==> src/rtl/core101_fetch_pkg.sv <==
// Shared definitions for the instruction-fetch sequencer: state encoding,
// fault cause codes, the reset instruction and a counter sizing helper.
package core101_fetch_pkg;

  typedef enum logic [1:0] {
    ST_IDLE  = 2'd0,
    ST_REQ   = 2'd1,
    ST_ISSUE = 2'd2,
    ST_FAULT = 2'd3
  } fetch_state_e;

  localparam logic [1:0] CAUSE_NONE       = 2'b00;
  localparam logic [1:0] CAUSE_MISALIGNED = 2'b01;
  localparam logic [1:0] CAUSE_TIMEOUT    = 2'b10;

  // addi x0, x0, 0
  localparam logic [31:0] INS_NOP = 32'h0000_0013;

  // Bits needed to hold 0..t, never less than one.
  function automatic int unsigned cnt_width(input int unsigned t);
    if (t == 0) return 1;
    return $clog2(t + 1);
  endfunction

endpackage

==> src/rtl/fetch_timeout_cnt.sv <==
// Loadable saturating down-counter used to bound the memory ack wait.
module fetch_timeout_cnt #(
  parameter int unsigned WIDTH = 8
) (
  input  logic             clk_i,
  input  logic             rst_i,
  input  logic             load_i,
  input  logic [WIDTH-1:0] load_val_i,
  input  logic             en_i,
  output logic             zero_o,
  output logic             last_o
);

  logic [WIDTH-1:0] cnt_q;
  logic [WIDTH-1:0] cnt_d;

  // Load has priority; decrement stops at zero instead of wrapping.
  always_comb begin
    cnt_d = cnt_q;
    if (load_i) begin
      cnt_d = load_val_i;
    end else if (en_i && (cnt_q != '0)) begin
      cnt_d = cnt_q - WIDTH'(1);
    end
  end

  // Counter register.
  always_ff @(posedge clk_i or posedge rst_i) begin
    if (rst_i) begin
      cnt_q <= '0;
    end else begin
      cnt_q <= cnt_d;
    end
  end

  assign zero_o = (cnt_q == '0);
  assign last_o = (cnt_q == WIDTH'(1));

endmodule

==> src/rtl/ins_fetch_unit.sv <==
// Instruction-fetch sequencer: latches the PC, runs a req/ack handshake with
// instruction memory, then strobes IR/PC set for one cycle. Flags misaligned
// PCs and ack timeouts as a sticky fault cleared only by flush.
module ins_fetch_unit
  import core101_fetch_pkg::*;
#(
  parameter int unsigned ADDR_WIDTH     = 64,
  parameter int unsigned INS_WIDTH      = 32,
  parameter int unsigned TIMEOUT_CYCLES = 255
) (
  input  logic                  ins_fetch_unit_clock_in,
  input  logic                  ins_fetch_unit_reset_in,
  input  logic [ADDR_WIDTH-1:0] ins_fetch_unit_pc_addr_in,
  input  logic                  ins_fetch_unit_start_in,
  input  logic                  ins_fetch_unit_flush_in,
  output logic                  ins_fetch_unit_mem_req_out,
  output logic [ADDR_WIDTH-1:0] ins_fetch_unit_mem_addr_out,
  input  logic                  ins_fetch_unit_mem_ack_in,
  input  logic [INS_WIDTH-1:0]  ins_fetch_unit_mem_data_in,
  output logic [INS_WIDTH-1:0]  ins_fetch_unit_ins_out,
  output logic                  ins_fetch_unit_ir_set_out,
  output logic                  ins_fetch_unit_pc_set_out,
  output logic                  ins_fetch_unit_busy_out,
  output logic                  ins_fetch_unit_fault_out,
  output logic [1:0]            ins_fetch_unit_fault_cause_out
);

  localparam int unsigned        CNT_W      = cnt_width(TIMEOUT_CYCLES);
  localparam logic [CNT_W-1:0]   CNT_LOAD   = CNT_W'(TIMEOUT_CYCLES);
  localparam bit                 TIMEOUT_EN = (TIMEOUT_CYCLES != 0);

  fetch_state_e          state_q;
  logic                  mem_req_q;
  logic [ADDR_WIDTH-1:0] mem_addr_q;
  logic [INS_WIDTH-1:0]  ins_q;
  logic                  ir_set_q;
  logic                  pc_set_q;
  logic                  fault_q;
  logic [1:0]            cause_q;

  logic aligned;
  logic cnt_load;
  logic cnt_en;
  logic cnt_zero;
  logic cnt_last;
  logic timeout_hit;

  assign aligned = (ins_fetch_unit_pc_addr_in[1:0] == 2'b00);

  // Counter is armed on an accepted start and ticks on every ack-less REQ cycle.
  assign cnt_load = (state_q == ST_IDLE) && ins_fetch_unit_start_in && aligned &&
                    !ins_fetch_unit_flush_in;
  assign cnt_en   = (state_q == ST_REQ) && !ins_fetch_unit_mem_ack_in &&
                    !ins_fetch_unit_flush_in;

  // Expire on the last counted REQ cycle; an ack in that same cycle wins.
  assign timeout_hit = TIMEOUT_EN && (cnt_last || cnt_zero);

  fetch_timeout_cnt #(
    .WIDTH (CNT_W)
  ) u_timeout_cnt (
    .clk_i      (ins_fetch_unit_clock_in),
    .rst_i      (ins_fetch_unit_reset_in),
    .load_i     (cnt_load),
    .load_val_i (CNT_LOAD),
    .en_i       (cnt_en),
    .zero_o     (cnt_zero),
    .last_o     (cnt_last)
  );

  // Fetch FSM with registered handshake, strobe and fault outputs.
  always_ff @(posedge ins_fetch_unit_clock_in or posedge ins_fetch_unit_reset_in) begin
    if (ins_fetch_unit_reset_in) begin
      state_q    <= ST_IDLE;
      mem_req_q  <= 1'b0;
      mem_addr_q <= '0;
      ins_q      <= INS_WIDTH'(INS_NOP);
      ir_set_q   <= 1'b0;
      pc_set_q   <= 1'b0;
      fault_q    <= 1'b0;
      cause_q    <= CAUSE_NONE;
    end else begin
      ir_set_q <= 1'b0;
      pc_set_q <= 1'b0;
      if (ins_fetch_unit_flush_in) begin
        state_q   <= ST_IDLE;
        mem_req_q <= 1'b0;
        fault_q   <= 1'b0;
        cause_q   <= CAUSE_NONE;
      end else begin
        case (state_q)
          ST_IDLE: begin
            if (ins_fetch_unit_start_in) begin
              if (!aligned) begin
                state_q <= ST_FAULT;
                fault_q <= 1'b1;
                cause_q <= CAUSE_MISALIGNED;
              end else begin
                state_q    <= ST_REQ;
                mem_req_q  <= 1'b1;
                mem_addr_q <= ins_fetch_unit_pc_addr_in;
              end
            end
          end
          ST_REQ: begin
            if (ins_fetch_unit_mem_ack_in) begin
              state_q   <= ST_ISSUE;
              mem_req_q <= 1'b0;
              ins_q     <= ins_fetch_unit_mem_data_in;
              ir_set_q  <= 1'b1;
              pc_set_q  <= 1'b1;
            end else if (timeout_hit) begin
              state_q   <= ST_FAULT;
              mem_req_q <= 1'b0;
              fault_q   <= 1'b1;
              cause_q   <= CAUSE_TIMEOUT;
            end
          end
          ST_ISSUE: begin
            state_q <= ST_IDLE;
          end
          ST_FAULT: begin
            state_q <= ST_FAULT;
          end
          default: begin
            state_q <= ST_IDLE;
          end
        endcase
      end
    end
  end

  assign ins_fetch_unit_mem_req_out     = mem_req_q;
  assign ins_fetch_unit_mem_addr_out    = mem_addr_q;
  assign ins_fetch_unit_ins_out         = ins_q;
  assign ins_fetch_unit_ir_set_out      = ir_set_q;
  assign ins_fetch_unit_pc_set_out      = pc_set_q;
  assign ins_fetch_unit_busy_out        = (state_q != ST_IDLE);
  assign ins_fetch_unit_fault_out       = fault_q;
  assign ins_fetch_unit_fault_cause_out = cause_q;

endmodule

==> config.mk <==
export PLATFORM = sky130hd
export DESIGN_NAME = ins_fetch_unit
export DESIGN_NICKNAME = d
export VERILOG_FILES = /design/src/rtl/core101_fetch_pkg.sv /design/src/rtl/fetch_timeout_cnt.sv /design/src/rtl/ins_fetch_unit.sv
export SDC_FILE = /design/constraint.sdc
export NUM_CORES = 1
export LEC_CHECK = 0
export CAP_MARGIN = 20
export CELL_PAD_IN_SITES_DETAIL_PLACEMENT = 0
export CELL_PAD_IN_SITES_GLOBAL_PLACEMENT = 1
export CORE_ASPECT_RATIO = 1.1
export CORE_UTILIZATION = 32
export CTS_CLUSTER_SIZE = 28
export DETAILED_ROUTE_END_ITERATION = 16
export GPL_TIMING_DRIVEN = 0
export PLACE_DENSITY = 0.78
export SLEW_MARGIN = 20
export SYNTH_ARGS = -nofsm -noshare
export SYNTH_HDL_FRONTEND = slang
export SYNTH_SLANG_ARGS = --single-unit
==> constraint.sdc <==
create_clock -name ins_fetch_unit_clock_in -period 4.7 [get_ports ins_fetch_unit_clock_in]
set_input_delay 0.47 -clock ins_fetch_unit_clock_in [delete_from_list [all_inputs] [get_ports ins_fetch_unit_clock_in]]
set_output_delay 0.47 -clock ins_fetch_unit_clock_in [all_outputs]
set_load 0.02 [all_outputs]
* Yosys cells after proc, flatten, opt, wreduce, memory -nomap -nowiden
Cells that the tools add are included.
** Cells by class
- Mux-type cells :: 29
- $add $sub $neg :: 1
- Reduce and logical (&&, ||, !) cells :: 21
- Equality and inequality tests :: 10
- Bitwise logic cells :: 1
** Operators with widths (number)
- two-way mux 2 bit :: 10
- two-way mux 8 bit :: 2
- != test 3 bit, second input constant :: 5
- two-way mux 1 bit :: 13
- equality test 8 x 1 -> 1 bit, second input constant :: 1
- logical NOT 8 bit :: 1
- case mux 2 bit (4 select lines) :: 1
- AND reduction 4 bit :: 2
- nonzero test 8 bit :: 1
- subtractor 8 x 1 -> 8 bit, second input constant :: 1
- logical AND 1 bit :: 6
- AND reduction 5 bit :: 1
- equality test 2 bit, second input constant :: 2
- logical NOT 2 bit :: 2
- != test 4 bit, second input constant :: 1
- case mux 1 bit (2 select lines) :: 2
- case mux 2 bit (2 select lines) :: 1
- nonzero test 2 bit :: 2
- AND reduction 3 bit :: 1
- nonzero test 3 bit :: 1
- equality test 2 x 1 -> 1 bit, second input constant :: 1
- logical NOT 1 bit :: 2
- AND reduction 2 bit :: 1
- logical OR 1 bit :: 1
- inverter 1 bit :: 1
** Storage, ports and cells
- Logic and storage cells :: 70
- Bits of input ports :: 101
- Output and inout port bits :: 103
- Bits in registers :: 111

* Longest topological paths before layout
Gate-level depths: netlist of the first run.
- Word-level depth :: 6
- Gate-level depth with buffers :: 6
- Depth with buffers taken out :: 6

* Cells and area by module
Synthesis of the first run repeated with hierarchy kept, for this count alone.
** Second synthesis, totals
- Cell total of the unflattened synthesis :: 310
- Area, all modules :: 4735.8 µm²
** By module, submodules not included
- ins_fetch_unit :: area an instance 4165.2 µm², seq. area each 2581.2 µm², instances 1, cells each 247
- fetch_timeout_cnt :: area an instance 570.5 µm², seq. area each 200.2 µm², instances 1, cells each 63

* Least setup slack after synthesis of the first run
No wires, ideal clock.
- Kind :: input port to flip-flop
- From :: input port ins_fetch_unit_flush_in
- To :: register u_timeout_cnt.cnt_q[5]
- Data arrival time :: 1639 ps
- Buffers on the path :: 1
- Required time :: 4565 ps
- Setup time :: 135 ps
- Stages :: 5
- Path slack :: 2926 ps
- Cells stage by stage :: buf_6 or4b_4 a21oi_2 and4_1 o21ai_1
** Between the ends
- Word-level cells in the longest chain between the ends :: 4
- Elaborated cells between the ends (all ways) :: 6
- Classes of those cells :: mux: 1; reduce/logical: 5
** Ends and longest elaborated chain
- start, declared :: RTL line ins_fetch_unit.sv:15 : input logic ins_fetch_unit_flush_in,
- logical NOT 1 bit (*) :: RTL line ins_fetch_unit.sv:52, ins_fetch_unit.sv:54
- logical AND 1 bit :: RTL line ins_fetch_unit.sv:53 : assign cnt_en = (state_q == ST_REQ) && !ins_fetch_unit_mem_ack_in &&
- logical AND 1 bit :: RTL line fetch_timeout_cnt.sv:22 : end else if (en_i && (cnt_q != '0)) begin
- nonzero test 2 bit (no line)
- end signal, assigned :: RTL line fetch_timeout_cnt.sv:32 : cnt_q <= cnt_d;
- end, declared :: RTL line fetch_timeout_cnt.sv:14 : logic [WIDTH-1:0] cnt_q;
Mark *: on every way between the ends. The rest lies on a longest branch, timed or not.
A chain may end at the register's enable or synchronous reset.

* Worst setup path after layout of the first run
- From :: input port ins_fetch_unit_pc_addr_in[1]
- To :: register mem_addr_q[18] (netlist: ins_fetch_unit_mem_addr_out[18])
** Between the ends
- Word-level cells in the longest chain between the ends :: 2
** Ends and longest elaborated chain
- start, declared :: RTL line ins_fetch_unit.sv:13 : input logic [ADDR_WIDTH-1:0] ins_fetch_unit_pc_addr_in,
- logical NOT 2 bit :: RTL line ins_fetch_unit.sv:48 : assign aligned = (ins_fetch_unit_pc_addr_in[1:0] == 2'b00);
- AND reduction 4 bit (no line)
- end signal, assigned :: RTL line ins_fetch_unit.sv:101 : mem_addr_q <= ins_fetch_unit_pc_addr_in;
- end, declared :: RTL line ins_fetch_unit.sv:34 : logic [ADDR_WIDTH-1:0] mem_addr_q;
Every way passes these cells.

==> impl_metrics.json, run 1 <==
{
  "setup.worst_path.start_class": "input pin",
  "finalInstanceArea_sq_um": 7000,
  "synth-seq-area-share": 0.637,
  "post-synth-top-area-fraction": 0.619,
  "met2_usage": 0.261,
  "crit_path_cell_trace": "clkdlybuf4s50_1 -> nor2_1 -> nand2_1 -> nor2_1 -> buf_2 -> mux2_2",
  "period_share": 0.482,
  "netSwitchingPower_uw": 1080,
  "gpl.final_weighted_congestion": 0.756,
  "grt_first_pass_wirelength_mm": 16.9,
  "timing.setup.tns_ps": 0,
  "complex_gate_fraction_of_the_synthesized_area": 0.0370,
  "synth.area.top_cells": "dfrtp_1, mux2_2, dfstp_2",
  "netlist_instances": 287,
  "slew_viol_final": 0,
  "ir_drop_mv": 0.270,
  "multi_input_gate_area_in_the_final_layout_sq_um": 1490,
  "cpLargestDelayFamily": "simple AND/OR/NAND/NOR gates",
  "num-fill-cells": 1184,
  "cts.sinks": 111,
  "cts-hold-fix-buffers": 0,
  "vias_per_cell": 4.49,
  "slowest_delay_ps": 560,
  "post_cts.repair.setup_buffers": 0,
  "grtUsageMet1": 0.188,
  "synth_seq_cells": 111,
  "number_of_antenna_diodes": 0,
  "endpoint_type_of_the_worst_setup_path": "register",
  "core_region_area_sq_um": 13300,
  "finalWorstPathRequiredPeriod_ps": 2270,
  "final_cells": 690,
  "dieArea_sq_um": 14100,
  "synth_top_area_cell": "dfrtp_1",
  "synth_simple_gate_area_frac": 0.0519,
  "num-nets-final": 605,
  "synth_top_family_by_area": "multiplexers",
  "clock_power_share": 0.243,
  "die_x_um": 113,
  "cell_internal_pwr_uw": 2490,
  "path_class": "input pin to register",
  "io_pins": 204,
  "worstPathMaxFanout": 10,
  "clock_skew_ps": 2.92,
  "max_freq_mhz": 441,
  "regArea_sq_um": 2780,
  "power_leakage_uw": 0.00290,
  "dr.pass1.iters": 4,
  "hold_path.class": "input pin to register",
  "cts-htree-levels": 3,
  "placement.cell_area_sq_um": 6650,
  "groute.usage.overall": 0.154,
  "post_synth_instance_area_sq_um": 4360,
  "port-buffer-count": 202,
  "detailed_place_hpwl_mm": 7.83,
  "pwr-share-comb": 0.366,
  "timing_hold_violations_final": 0,
  "postLayoutCoreUtil": 0.527,
  "postSynthNetCount": 391,
  "result_of_the_run": "complete, no violations",
  "largest_net_degree_at_the_start_of_global_routing": 66,
  "layout.cells.most_common": "clkdlybuf4s50_1",
  "critPathSlowestCell": "nor2_1",
  "routed_wirelength_mm": 10.5,
  "cap_violations": 0,
  "grt_pass1_vias": 3264,
  "rsz0062_at_grt": "no",
  "share_of_cells_above_drive_strength_1": 0.269,
  "p_sw_frac": 0.302,
  "avgSynthCellArea_sq_um": 15.2,
  "critPathBufInv": 2,
  "routed-via-count": 3097,
  "cell_area_power_density_nw_per_um2": 510,
  "antenna_found_initial": 0,
  "synthXorXnorAreaFrac": 0.00201,
  "layout_common_cells": "clkdlybuf4s50_1, dfrtp_1, mux2_2",
  "clock_latency_of_the_later_clocked_register_in_the_worst_skew_pair_ps": 340,
  "setup-violations-final": 0,
  "netlist-cell-type-count": 39,
  "die_height_um": 124,
  "cts_tree": "done",
  "final_antenna_net_count": 0,
  "cp_data_arrival_time_ps": 2490,
  "fp-row-count": 44,
  "clk_pin_slew_ps": 70,
  "floorplan.initialDensity": 0.329,
  "clock_tree.root_cell": "clkbuf_16",
  "gr-max-usage-layer": "met2",
  "synth_adder_area_share": 0.00860,
  "post_cts_resized": 0,
  "drt_iter0_drc": 100,
  "max-clock-path-buffers": 2,
  "routedWlPerCell_um": 15.2,
  "met3_usage": 0.0375,
  "post_synth_mux_area_share": 0.243,
  "tightest_slew_ps": 717,
  "cts_made_buffers": 9,
  "cp_data_required_time_ps": 4930,
  "grt_overflow_total": 0,
  "dp.cells": 674,
  "synth_warnings": 0,
  "timing.critical_path.mode_cell": "nor2_1",
  "headroom_to_the_max_slew_limit": 0.520,
  "drt_drc_violations_left": 0,
  "seq_power_share": 0.391,
  "syn2layout_area_growth_pct": 60.3
}
[Yosys cell counts]
cell,n
inv_1,6
o31ai_1,1
mux2_2,93
a221oi_1,1
nor3_1,2
o21ai_0,1
buf_4,1
buf_2,9
or3_1,2
nor4_4,1
nor3b_1,1
dfrtp_1,108
a211oi_1,1
a31oi_1,3
and4_1,2
o211ai_4,1
or2_2,2
a21o_2,1
xnor2_1,1
o211ai_1,1
and2_1,2
a211oi_2,1
nand3_1,1
or3b_2,1
a21oi_2,1
ha_1,3
and3_1,2
or4b_4,1
clkbuf_1,1
o21ai_1,5
and3_2,1
nor3_2,1
nand2_1,6
buf_6,1
dfstp_2,3
mux2_1,1
nor2_1,9
nand2b_1,3
a21oi_1,6
[power by group through the flow]
stage,Combinational (uW),Sequential (uW),Clock (uW)
after floorplan,312,1720,0
after global placement,1300,1400,0
after detailed placement,1320,1420,0
after CTS,1320,1400,900
after global routing,1380,1440,935
final,1310,1400,866
[cell type report]
type                       count  share of cell area
timing repair buffer         203               0.293
tap                          184              0.0329
sequential                   111               0.398
multi-input combinational    158               0.213
buffer                        12             0.00966
clock inverter                 6              0.0154
inverter                       6             0.00393
clock buffer                  10              0.0342
[final timing paths]
kind                                                start                               to  slack (ps)  depth (start not counted)
hold reg to reg            ins_fetch_unit_mem_addr_out[0]   ins_fetch_unit_mem_addr_out[0]         500                          1
max in group asynchronous         ins_fetch_unit_reset_in        ins_fetch_unit_ins_out[1]        3470                          3
hold / removal                    ins_fetch_unit_flush_in         ins_fetch_unit_fault_out         330                          2
min in group asynchronous         ins_fetch_unit_reset_in       ins_fetch_unit_ins_out[17]         520                          2
setup reg to reg                               state_q[1]  ins_fetch_unit_mem_addr_out[18]        2610                          4
setup / recovery             ins_fetch_unit_pc_addr_in[1]  ins_fetch_unit_mem_addr_out[18]        2430                          6
[kinds of logic after synthesis]
family	after synthesis
muxes	94
DFF	111
AOI/OAI and AO/OA	23
xor gates and xnor gates	1
buffers and inverters	18
adders and majority gates	3
and+or+nand+nor	37
[per-layer routing]
layer | vias to the layer above | share of wire
met5 | - | 0
met4 | 0 | 0.017
li1 | 1442 | -
met1 | 1513 | 0.42
met3 | 11 | 0.068
met2 | 131 | 0.49
[sequential cells by signal, summed over array words and instances (netlist names)]
name and cells:
ins_fetch_unit_mem_req_out 1, ins_fetch_unit_fault_cause_out 2, state_q 2, ins_fetch_unit_mem_addr_out 64, u_timeout_cnt.cnt_q 8, ins_fetch_unit_ins_out 32, ins_fetch_unit_pc_set_out 1, ins_fetch_unit_fault_out 1
[worst register-to-register path, stage by stage, from the launching register on]
cell and delay, ps:
dfrtp_1 420, nand2b_1 220, nor2_1 590, buf_2 390, mux2_2 370
[per-stage QoR]
step	hold slack, ps	total power, uW	setup WS, ps
floorplan	498	2040	1300
finish	328	3570	2430
global route	316	3760	2260
global placement	472	2700	-299
detailed placement	483	2740	2020
CTS	300	3620	2390
Note: power is estimated with default switching activity, not from simulation.
==> inputs of run 2 (changes only) <==
--- a/config.mk
+++ b/config.mk
@@ -9,11 +9,11 @@
 export CELL_PAD_IN_SITES_DETAIL_PLACEMENT = 0
 export CELL_PAD_IN_SITES_GLOBAL_PLACEMENT = 1
 export CORE_ASPECT_RATIO = 1.1
-export CORE_UTILIZATION = 32
+export CORE_UTILIZATION = 29
 export CTS_CLUSTER_SIZE = 28
 export DETAILED_ROUTE_END_ITERATION = 16
 export GPL_TIMING_DRIVEN = 0
-export PLACE_DENSITY = 0.78
+export PLACE_DENSITY = 0.74
 export SLEW_MARGIN = 20
 export SYNTH_ARGS = -nofsm -noshare
 export SYNTH_HDL_FRONTEND = slang
==> constraint.sdc (replaced) <==
create_clock -name ins_fetch_unit_clock_in -period 2 [get_ports ins_fetch_unit_clock_in]
set_input_delay 0.2 -clock ins_fetch_unit_clock_in [delete_from_list [all_inputs] [get_ports ins_fetch_unit_clock_in]]
set_output_delay 0.2 -clock ins_fetch_unit_clock_in [all_outputs]
set_load 0.02 [all_outputs]
==> impl_metrics.json, run 2 (synthesis gave the netlist of run 1 again) <==
{
  "fp-row-count": 46,
  "worstPathMaxFanout": 7,
  "routed-via-count": 3098,
  "cts-hold-fix-buffers": 0,
  "dr.pass1.iters": 4,
  "cts-htree-levels": 3,
  "finalWorstPathRequiredPeriod_ps": 1830,
  "result_of_the_run": "complete, no violations",
  "power_leakage_uw": 0.00288,
  "layout.cells.most_common": "clkdlybuf4s50_1",
  "headroom_to_the_max_slew_limit": 0.649,
  "gpl.final_weighted_congestion": 0.671,
  "setup.worst_path.start": "state_q[0]",
  "num-nets-final": 607,
  "drt_iter0_drc": 93,
  "ir_drop_mv": 0.547,
  "setup.worst_path.start_class": "register",
  "final_cells": 700,
  "dieArea_sq_um": 15500,
  "clock_tree.root_cell": "clkbuf_16",
  "layout_common_cells": "clkdlybuf4s50_1, dfrtp_1, mux2_2",
  "grt_pass1_vias": 3355,
  "hold_depth": 2,
  "post_cts.repair.setup_buffers": 0,
  "cts.sinks": 111,
  "timing_hold_violations_final": 0,
  "cell_area_power_density_nw_per_um2": 1150,
  "clock_skew_ps": 6.58,
  "groute.usage.overall": 0.140,
  "cp_data_required_time_ps": 1800,
  "grt_first_pass_wirelength_mm": 16.8,
  "die_height_um": 131,
  "ff2ff_path_depth": 6,
  "cap_violations": 0,
  "share_of_cells_above_drive_strength_1": 0.274,
  "dp.cells": 684,
  "cp_data_arrival_time_ps": 1630,
  "syn2layout_area_growth_pct": 60.1,
  "detailed_place_hpwl_mm": 8.21,
  "worstHoldStart": "ins_fetch_unit_flush_in",
  "slew_viol_final": 0,
  "hold_end": "ins_fetch_unit_fault_out",
  "port-buffer-count": 202,
  "worstReg2RegEnd": "u_timeout_cnt.cnt_q[6]",
  "die_x_um": 119,
  "routed_wirelength_mm": 10.7,
  "largest_net_degree_at_the_start_of_global_routing": 34,
  "number_of_antenna_diodes": 0,
  "timing.setup.tns_ps": 0,
  "vias_per_cell": 4.43,
  "clock_latency_of_the_later_clocked_register_in_the_worst_skew_pair_ps": 350,
  "core_region_area_sq_um": 14600,
  "cts_tree": "done",
  "hold_slack_ps": 63.3,
  "drt_drc_violations_left": 0,
  "floorplan.initialDensity": 0.300,
  "final_antenna_net_count": 0,
  "max-clock-path-buffers": 2,
  "cts_made_buffers": 9,
  "io_pins": 204,
  "hold_path.class": "input pin to register",
  "antenna_found_initial": 0,
  "tightest_slew_ps": 523,
  "path_class": "register to output port",
  "origin_of_the_critical_flop_to_flop_path": "u_timeout_cnt.cnt_q[0]",
  "endpoint_type_of_the_worst_setup_path": "output port",
  "rsz0062_at_grt": "no",
  "setup-violations-final": 0,
  "routedWlPerCell_um": 15.2,
  "grt_overflow_total": 0,
  "period_share": 0.915,
  "clk_pin_slew_ps": 70,
  "r2r_setup_slack_ps": 200,
  "num-fill-cells": 1305,
  "max_ffs_per_register": 64,
  "max_freq_mhz": 546
}
==> run 2: worst max-delay path by stage <==
stage	end	slack (ps)
floorplan	u_timeout_cnt.cnt_q[6]	330
global placement	ins_fetch_unit_mem_addr_out[21]	-640
detailed placement	ins_fetch_unit_mem_addr_out[63]	-430
CTS	ins_fetch_unit_ins_out[22]	60
global route	u_timeout_cnt.cnt_q[6]	70
finish	ins_fetch_unit_busy_out	170
==> run 2: per-layer routing <==
layer  GRT usage  wire [um]
met3      0.0425        735
met4      0.0707        215
met5           0          0
met1       0.170       4340
met2       0.226       5370
==> run 2: cell type report <==
type	count	area (sq um)	share of cell area
repair buffers	205	2080	0.298
clock inverters	5	33.8	0.00484
plain buffers	12	67.6	0.00967
multi-input cells	158	1510	0.216
clock buffers	11	243	0.0347
inverters	6	26.3	0.00376
flip-flops and latches	111	2780	0.398
well taps	192	240	0.0344
==> run 2: critical path: stages, from the launching register on <==
cell and delay (ps):
dfrtp_1 440, or2_2 310, clkdlybuf4s50_1 540
==> run 2: repair_timing <==
action	CTS	global route
gates resized for setup	1	3
pin swaps	0	0
setup endpoints to repair	60	42
==> run 2: stage by stage <==
stage / utilization / instance area, sq um / power, uW / setup WS (ps)
after global placement: 0.455 / 6630 / 6350 / -640
after global routing: 0.480 / 6990 / 8500 / 72.6
after CTS: 0.479 / 6970 / 8180 / 60.1
after detailed placement: 0.459 / 6690 / 6440 / -426
final: 0.480 / 6990 / 8050 / 169
after floorplan: - / 4370 / 4780 / 327
==> run 2: report_power, final <==
group          internal, uW  switching (uW)
sequential             2910             370
clock                   878             804
combinational          1690            1390
total                  5490            2560
